## config.mk

```make
export PLATFORM = sky130hd
export DESIGN_NAME = mem_stage
export DESIGN_NICKNAME = d
export VERILOG_FILES = /design/src/rtl/mem_stage.sv
export SDC_FILE = /design/constraint.sdc
export NUM_CORES = 1
export LEC_CHECK = 0
export CAP_MARGIN = 0
export CORE_ASPECT_RATIO = 0.9
export CORE_MARGIN = 10
export CORE_UTILIZATION = 47
export DETAILED_ROUTE_END_ITERATION = 10
export PLACE_DENSITY = 0.87
export SETUP_SLACK_MARGIN = 0.1
export SLEW_MARGIN = 20
export SYNTH_ARGS = -nofsm -noshare
export SYNTH_HDL_FRONTEND = slang
export SYNTH_SLANG_ARGS = --single-unit
```

## constraint.sdc

```tcl
create_clock -name clk -period 2.5 [get_ports clk]
set_input_delay 0.625 -clock clk [delete_from_list [all_inputs] [get_ports clk]]
set_output_delay 0.625 -clock clk [all_outputs]
set_load 0.05 [all_outputs]
```

## src/rtl/mem_stage.sv

```systemverilog
// mem_stage: load/store stage with a req/ack data-memory port and a single write-back slot.
// Non-memory and misaligned instructions bypass the bus and complete in one cycle.
module mem_stage #(
    parameter int ACK_TIMEOUT = 255
) (
    input  logic        clk,
    input  logic        rst_n,
    input  logic        in_valid,
    output logic        in_ready,
    input  logic [31:0] alu_res,
    input  logic [31:0] B_res,
    input  logic        mem_read,
    input  logic        mem_write,
    input  logic [2:0]  funct3,
    input  logic [4:0]  rd,
    input  logic        reg_write,
    output logic        dmem_req,
    output logic        dmem_we,
    output logic [31:0] dmem_addr,
    output logic [3:0]  dmem_be,
    output logic [31:0] dmem_wdata,
    input  logic        dmem_ack,
    input  logic [31:0] dmem_rdata,
    output logic        out_valid,
    input  logic        out_ready,
    output logic [31:0] wb_data,
    output logic [4:0]  wb_rd,
    output logic        wb_reg_write,
    output logic        misalign_err,
    output logic        bus_err
);
    typedef enum logic [1:0] {IDLE, ACCESS, FULL} state_t;
    localparam logic [7:0] TO_LAST = 8'(ACK_TIMEOUT - 1);
    state_t      state, state_d;
    logic [1:0]  off_q;
    logic [2:0]  f3_q;
    logic [4:0]  rd_q;
    logic        rw_q;
    logic [7:0]  cnt;
    logic        accept, is_mem, misal, timeout, done;
    logic [31:0] lane, load_val;
    assign in_ready  = state == IDLE || (state == FULL && out_ready);
    assign accept    = in_valid && in_ready;
    assign is_mem    = mem_read || mem_write;
    assign misal     = is_mem && (funct3[1] ? |alu_res[1:0] : funct3[0] && alu_res[0]);
    assign timeout   = ACK_TIMEOUT != 0 && !dmem_ack && cnt == TO_LAST;
    assign done      = state == ACCESS && (dmem_ack || timeout);
    assign dmem_req  = state == ACCESS;
    assign out_valid = state == FULL;
    // Byte offset selects the lane; f3_q[2] marks the zero-extending variants.
    assign lane      = dmem_rdata >> {off_q, 3'b000};
    assign load_val  = f3_q[1] ? dmem_rdata :
                       f3_q[0] ? {{16{lane[15] & ~f3_q[2]}}, lane[15:0]} :
                                 {{24{lane[7] & ~f3_q[2]}}, lane[7:0]};
    always_comb begin
        state_d = state;
        if (accept)
            state_d = is_mem && !misal ? ACCESS : FULL;
        else if (done)
            state_d = FULL;
        else if (state == FULL && out_ready)
            state_d = IDLE;
    end
    always_ff @(posedge clk or negedge rst_n) begin
        if (!rst_n) begin
            state        <= IDLE;
            cnt          <= '0;
            off_q        <= '0;
            f3_q         <= '0;
            rd_q         <= '0;
            rw_q         <= 1'b0;
            dmem_we      <= 1'b0;
            dmem_addr    <= '0;
            dmem_be      <= '0;
            dmem_wdata   <= '0;
            wb_data      <= '0;
            wb_rd        <= '0;
            wb_reg_write <= 1'b0;
            misalign_err <= 1'b0;
            bus_err      <= 1'b0;
        end else begin
            state <= state_d;
            cnt   <= state == ACCESS && state_d == ACCESS ? cnt + 8'd1 : 8'd0;
            if (accept) begin
                dmem_addr    <= {alu_res[31:2], 2'b00};
                dmem_we      <= mem_write;
                dmem_be      <= funct3[1] ? 4'b1111 :
                                funct3[0] ? (alu_res[1] ? 4'b1100 : 4'b0011) :
                                            4'b0001 << alu_res[1:0];
                dmem_wdata   <= funct3[1] ? B_res : funct3[0] ? {2{B_res[15:0]}} : {4{B_res[7:0]}};
                off_q        <= alu_res[1:0];
                f3_q         <= funct3;
                rd_q         <= rd;
                rw_q         <= reg_write;
                wb_data      <= alu_res;
                wb_rd        <= rd;
                wb_reg_write <= reg_write && !misal;
                misalign_err <= misal;
                bus_err      <= 1'b0;
            end else if (done) begin
                wb_data      <= dmem_ack && !dmem_we ? load_val : {dmem_addr[31:2], off_q};
                wb_rd        <= rd_q;
                wb_reg_write <= dmem_ack && !dmem_we && rw_q;
                bus_err      <= !dmem_ack;
            end else if (state == FULL && out_ready) begin
                wb_reg_write <= 1'b0;
                misalign_err <= 1'b0;
                bus_err      <= 1'b0;
            end
        end
    end
endmodule

```

## After elaboration in Yosys (flattened, before gate mapping)

Cells that the tools add are included.

| word-level totals | value |
|---|---|
| output and inout port bits | 112 |
| register bits | 128 |
| input bits | 112 |
| word-level logic and storage cells | 74 |

| operators by class | value |
|---|---|
| eq/ne operators | 5 |
| add/subtract/negate cells | 1 |
| reductions and logical operators | 23 |
| bitwise logic cells | 3 |
| muxes and demuxes | 25 |
| shift-type cells | 2 |

Operators with widths:

| cell | number |
|---|---|
| $mux 32 | 7 |
| $shr 32x5->16 | 1 |
| $mux 4 | 3 |
| $logic_and 1x1->1 | 11 |
| $mux 5 | 2 |
| $add 8x1->8 const B | 1 |
| $eq 8x8->1 const B | 1 |
| $mux 1 | 8 |
| $mux 2 | 4 |
| $mux 8 | 1 |
| $eq 2x1->1 const B | 2 |
| $reduce_bool 2->1 | 2 |
| $shl 1x2->4 const A | 1 |
| $logic_not 1->1 | 3 |
| $logic_or 1x1->1 | 3 |
| $reduce_bool 3->1 | 1 |
| $and 1x1->1 | 2 |
| $eq 2x2->1 const B | 1 |
| $logic_not 2->1 | 1 |
| $ne 2x2->1 const B | 1 |
| $reduce_and 2->1 | 1 |
| $reduce_or 2->1 | 1 |
| $not 1->1 | 1 |

## Depth between registers and ports, before layout

| depth | value |
|---|---|
| word-level depth | 10 |
| mapped depth | 9 |
| depth with buffers taken out | 7 |

## Worst setup path before layout

Ideal clock, no wire load.

| timing path | value |
|---|---|
| path type | register -> output |
| start | register state[0] |
| end | output port in_ready |
| stages on the path, launching flop included | 4 |
| path buffers | 2 |
| path slack | 0.321 ns |
| data arrival time | 1.554 ns |
| required time | 1.875 ns |
| path through | dfrtp_1 > clkbuf_1 > clkbuf_1 > a21oi_1 |

| on the way | value |
|---|---|
| word-level cells in the longest chain between the ends | 3 |
| elaborated cells on any way between the ends | 4 |
| classes of those cells | 1 x eq/ne; 3 x reduce/logical |

Ends and longest elaborated chain:

| what | RTL line | text |
|---|---|---|
| from (decl) | 34 | `state_t state, state_d;` |
| from (signal assigned) | 82 | `state <= state_d;` |
| $eq 2x2->1 | 42 | `assign in_ready = state == IDLE \|\| (state == FULL && out_ready);` |
| $logic_and 1x1->1 | 42 |  |
| $logic_or 1x1->1 (*) | 42 |  |
| to (decl) | 9 | `output logic in_ready,` |

Every way passes the cells marked *; elsewhere a longest branch is shown, timed or not.

## Worst setup path in the final report

| timing path | value |
|---|---|
| start | register dmem_we |
| end | output port dmem_we |

RTL lines:

| what | RTL line | text |
|---|---|---|
| from (decl) | 18 | `output logic dmem_we,` |
| from (signal assigned) | 86 | `dmem_we <= mem_write;` |

No word-level cell between the ends.

==> out/results.txt <==
Cts hold-fix bufs = 0
Filler-free cell count of the finished design = 1,189
Max-Cap Viols = 0
Clk root buf = clkbuf_16
Nets@finish = 1,099
Final Skew = 0.00724 ns
FF+latch count, synth = 128
RSZ-0062 raised after global routing = no
CP bufs+invs = 1
Synthesis Warnings = 0
Status = completed
Fmax achieved = 435 MHz
Total wire length after detailed routing = 23,900 um
Vias in the first global route = 6,777
Total power = 14.8 mW
Worst-skew pair later-pin latency = 0.42 ns
Share of post-route cells with drive strength above 1 = 0.101
Design area = 9880 um^2
WP data required = 1.88 ns
Max incr delay on CP = 0.84 ns
Worst-margin pin slew = 0.715 ns
Die Width = 147 um
Worst VDD drop = 1.02 mV
Routed vias = 6,752
Pin count of the biggest net entering global routing = 61
Die Area = 19,600 um^2
Crit end category = output port
Clock Path Buffers = 2
Cell Chain, Critical Path = clkdlybuf4s50_1
Fin Setup TNS = 0 ns
H-tree levels = 4
CP arrival = 1.67 ns
Final GP Congestion = 0.891
Final setup vio count = 0
Final ANT Viol Nets = 0
Slowest cell on crit path = clkdlybuf4s50_1
CTS tree = done
Initial Util = 0.482
Chip Height = 134 um
HPWL after DPL = 17,900 um
Post-synth EDFFs = 0
Cells after Synth = 763
Clk pin slew, worst setup/hold paths = 0.06 ns
Post-route minimum period = 2.30 ns
Drt wl/cell = 20.1 um
Netlist cell types = 57
Crit-path max FO = 4
Top cell type's share of synthesized area = 0.473
Leakage = 4.32 nW
Final period util = 0.920
Initial antenna violation count = 0
First-pass GRT wire length = 37,400 um
Pre-antenna DRT Iters = 5
All-layer global routing usage = 0.238
Ant diodes = 0
Worst hold path type = input port to async pin
First-iteration detailed-routing DRC count = 572
Pins Over Slew Limit = 0
Dpl cell area = 9330 um^2
Cell count after placement = 1,159
Crit Path Class = flip-flop to output port
Num CTS Buffers = 17
Total grt overflow = 0
Pwr dens = 1500 nW/um^2
Crit-path leading delay family = buffers and inverters
Synthesized area = 6770 um^2
DRC = 0
Synth area leader = dfrtp_1
Syn avg cell area = 8.87 um^2
Sequential fraction of the synthesis area = 0.473
Rows = 41
Area contributors post-synth = dfrtp_1, nand2_1, o21ai_0
Buffers on Ports = 221
Vias per cell = 5.68
Async set-or-reset flop fraction in the synthesized netlist = 1.00
Core area = 14,100 um^2
Headroom to the max-slew limit = 0.523
Final hold viol count = 0
Num Clock Sinks = 128
Boundary Pins = 224
Area Overhead vs Synth = 45.9%
Most used DFF post-synth = dfrtp_1
Startpoint Class = flip-flop
==> final cells by class <==
class                   count  area [um^2]
inverters                   9         33.8
repair buffers            259         2570
clock inverters             6         57.6
flip-flops and latches    128         3200
well taps                 193          241
clock buffers              24          492
fillers                  1088         4180
multi-input cells         570         3280
==> power by group <==
part           internal (mW)  switching (mW)  total (mW)
sequential              3.05           0.837        3.89
combinational           2.96            5.62        8.58
clock                   1.45           0.882        2.34
total                   7.46            7.34        14.8
==> kinds of logic after synthesis <==
logic type               Yosys count  share of synthesized area
XOR/XNOR                           6                    0.00776
AO/OA/AOI/OAI                    200                      0.212
multiplexers                      35                     0.0552
AND/OR/NAND/NOR                  325                      0.204
other                              1                   0.000554
flip-flops                       128                      0.473
buffers and inverters             66                     0.0442
adder cells (fa/ha/maj)            2                    0.00369
==> state kept, by name, indices dropped and copies added (netlist names) <==
name,count
bus_err,1
cnt,8
dmem_addr,30
dmem_be,4
dmem_wdata,32
dmem_we,1
f3_q,3
misalign_err,1
off_q,2
rd_q,5
rw_q,1
state,2
wb_data,32
wb_rd,5
wb_reg_write,1
==> final timing paths <==
kind | from | end | slack [ns] | cells past startpoint
min reg2reg | rd_q[1]$_DFFE_PN0P_ | rd_q[1]$_DFFE_PN0P_ | 0.46 | 2
max | dmem_we$_DFFE_PN0P_ | dmem_we | 0.20 | 1
max in group asynchronous | rst_n | dmem_wdata[29]$_DFFE_PN0P_ | 1.59 | 2
max reg2reg | off_q[1]$_DFFE_PN0P_ | wb_data[14]$_DFFE_PN0P_ | 0.42 | 5
min in group clk | rd_q[1]$_DFFE_PN0P_ | rd_q[1]$_DFFE_PN0P_ | 0.46 | 2
min | rst_n | dmem_addr[11]$_DFFE_PN0P_ | 0.18 | 1
==> through the flow <==
stage                     setup slack (ns)  hold slack [ns]   util
final                                0.200            0.181  0.703
after global routing                 0.146            0.214  0.703
after CTS                            0.176            0.203  0.703
after detailed placement            0.0139            0.454  0.664
after global placement              0.0408            0.447  0.664
after floorplan                      0.321            0.329      -
==> synthesized netlist by cell type, types with 3 or more instances <==
library cell,number
buf_2,17
xnor2_1,3
buf_4,4
a222oi_1,3
nor2_1,38
nor3_1,4
a221o_1,12
a31oi_1,5
a221oi_2,10
o211ai_1,4
o2bb2ai_1,6
a211o_1,17
buf_1,6
a221oi_1,8
nand2b_1,25
o22ai_1,5
o31ai_1,5
mux2_2,9
o21ai_0,58
clkbuf_1,28
nand3_1,22
a22oi_1,7
nor2b_1,8
dfrtp_1,128
inv_1,9
xor2_1,3
nand2_1,216
mux2i_1,25
a21oi_1,41
==> layout by cell type, fill, tap and decap left out, types with 3 or more instances in the layout <==
cell             Yosys  layout
a211o_1             17      17
a21oi_1             41      41
a221o_1             12      12
a221oi_1             8       8
a221oi_2            10      10
a222oi_1             3       3
a22oi_1              7       7
a31oi_1              5       5
buf_12               0       6
buf_4                4      35
clkbuf_1            28       3
clkbuf_16            0      17
clkbuf_8             0       4
clkdlybuf4s50_1      0     217
clkinv_2             0       4
dfrtp_1            128     128
inv_1                9       9
mux2_2               9       9
mux2i_1             25      25
nand2_1            216     215
nand2b_1            25      24
nand3_1             22      22
nor2_1              38      38
nor2b_1              8       8
nor3_1               4       4
o211ai_1             4       4
o21ai_0             58      58
o22ai_1              5       5
o2bb2ai_1            6       6
o31ai_1              5       5
xnor2_1              3       3
xor2_1               3       3
==> repair_timing <==
action / CTS / global route
endpoints found under the setup margin: 0 / 1
setup buffers: 0 / 0
resized for setup: 0 / 1
==> layer usage <==
layer | wire [um] | track usage | vias to the layer above
met5 | 0 | 0 | -
met4 | 515 | 0.0722 | 0
met3 | 2590 | 0.0962 | 46
met2 | 11400 | 0.391 | 357
met1 | 9340 | 0.281 | 3244
li1 | - | - | 3105
(Power assumes the default switching activity.)
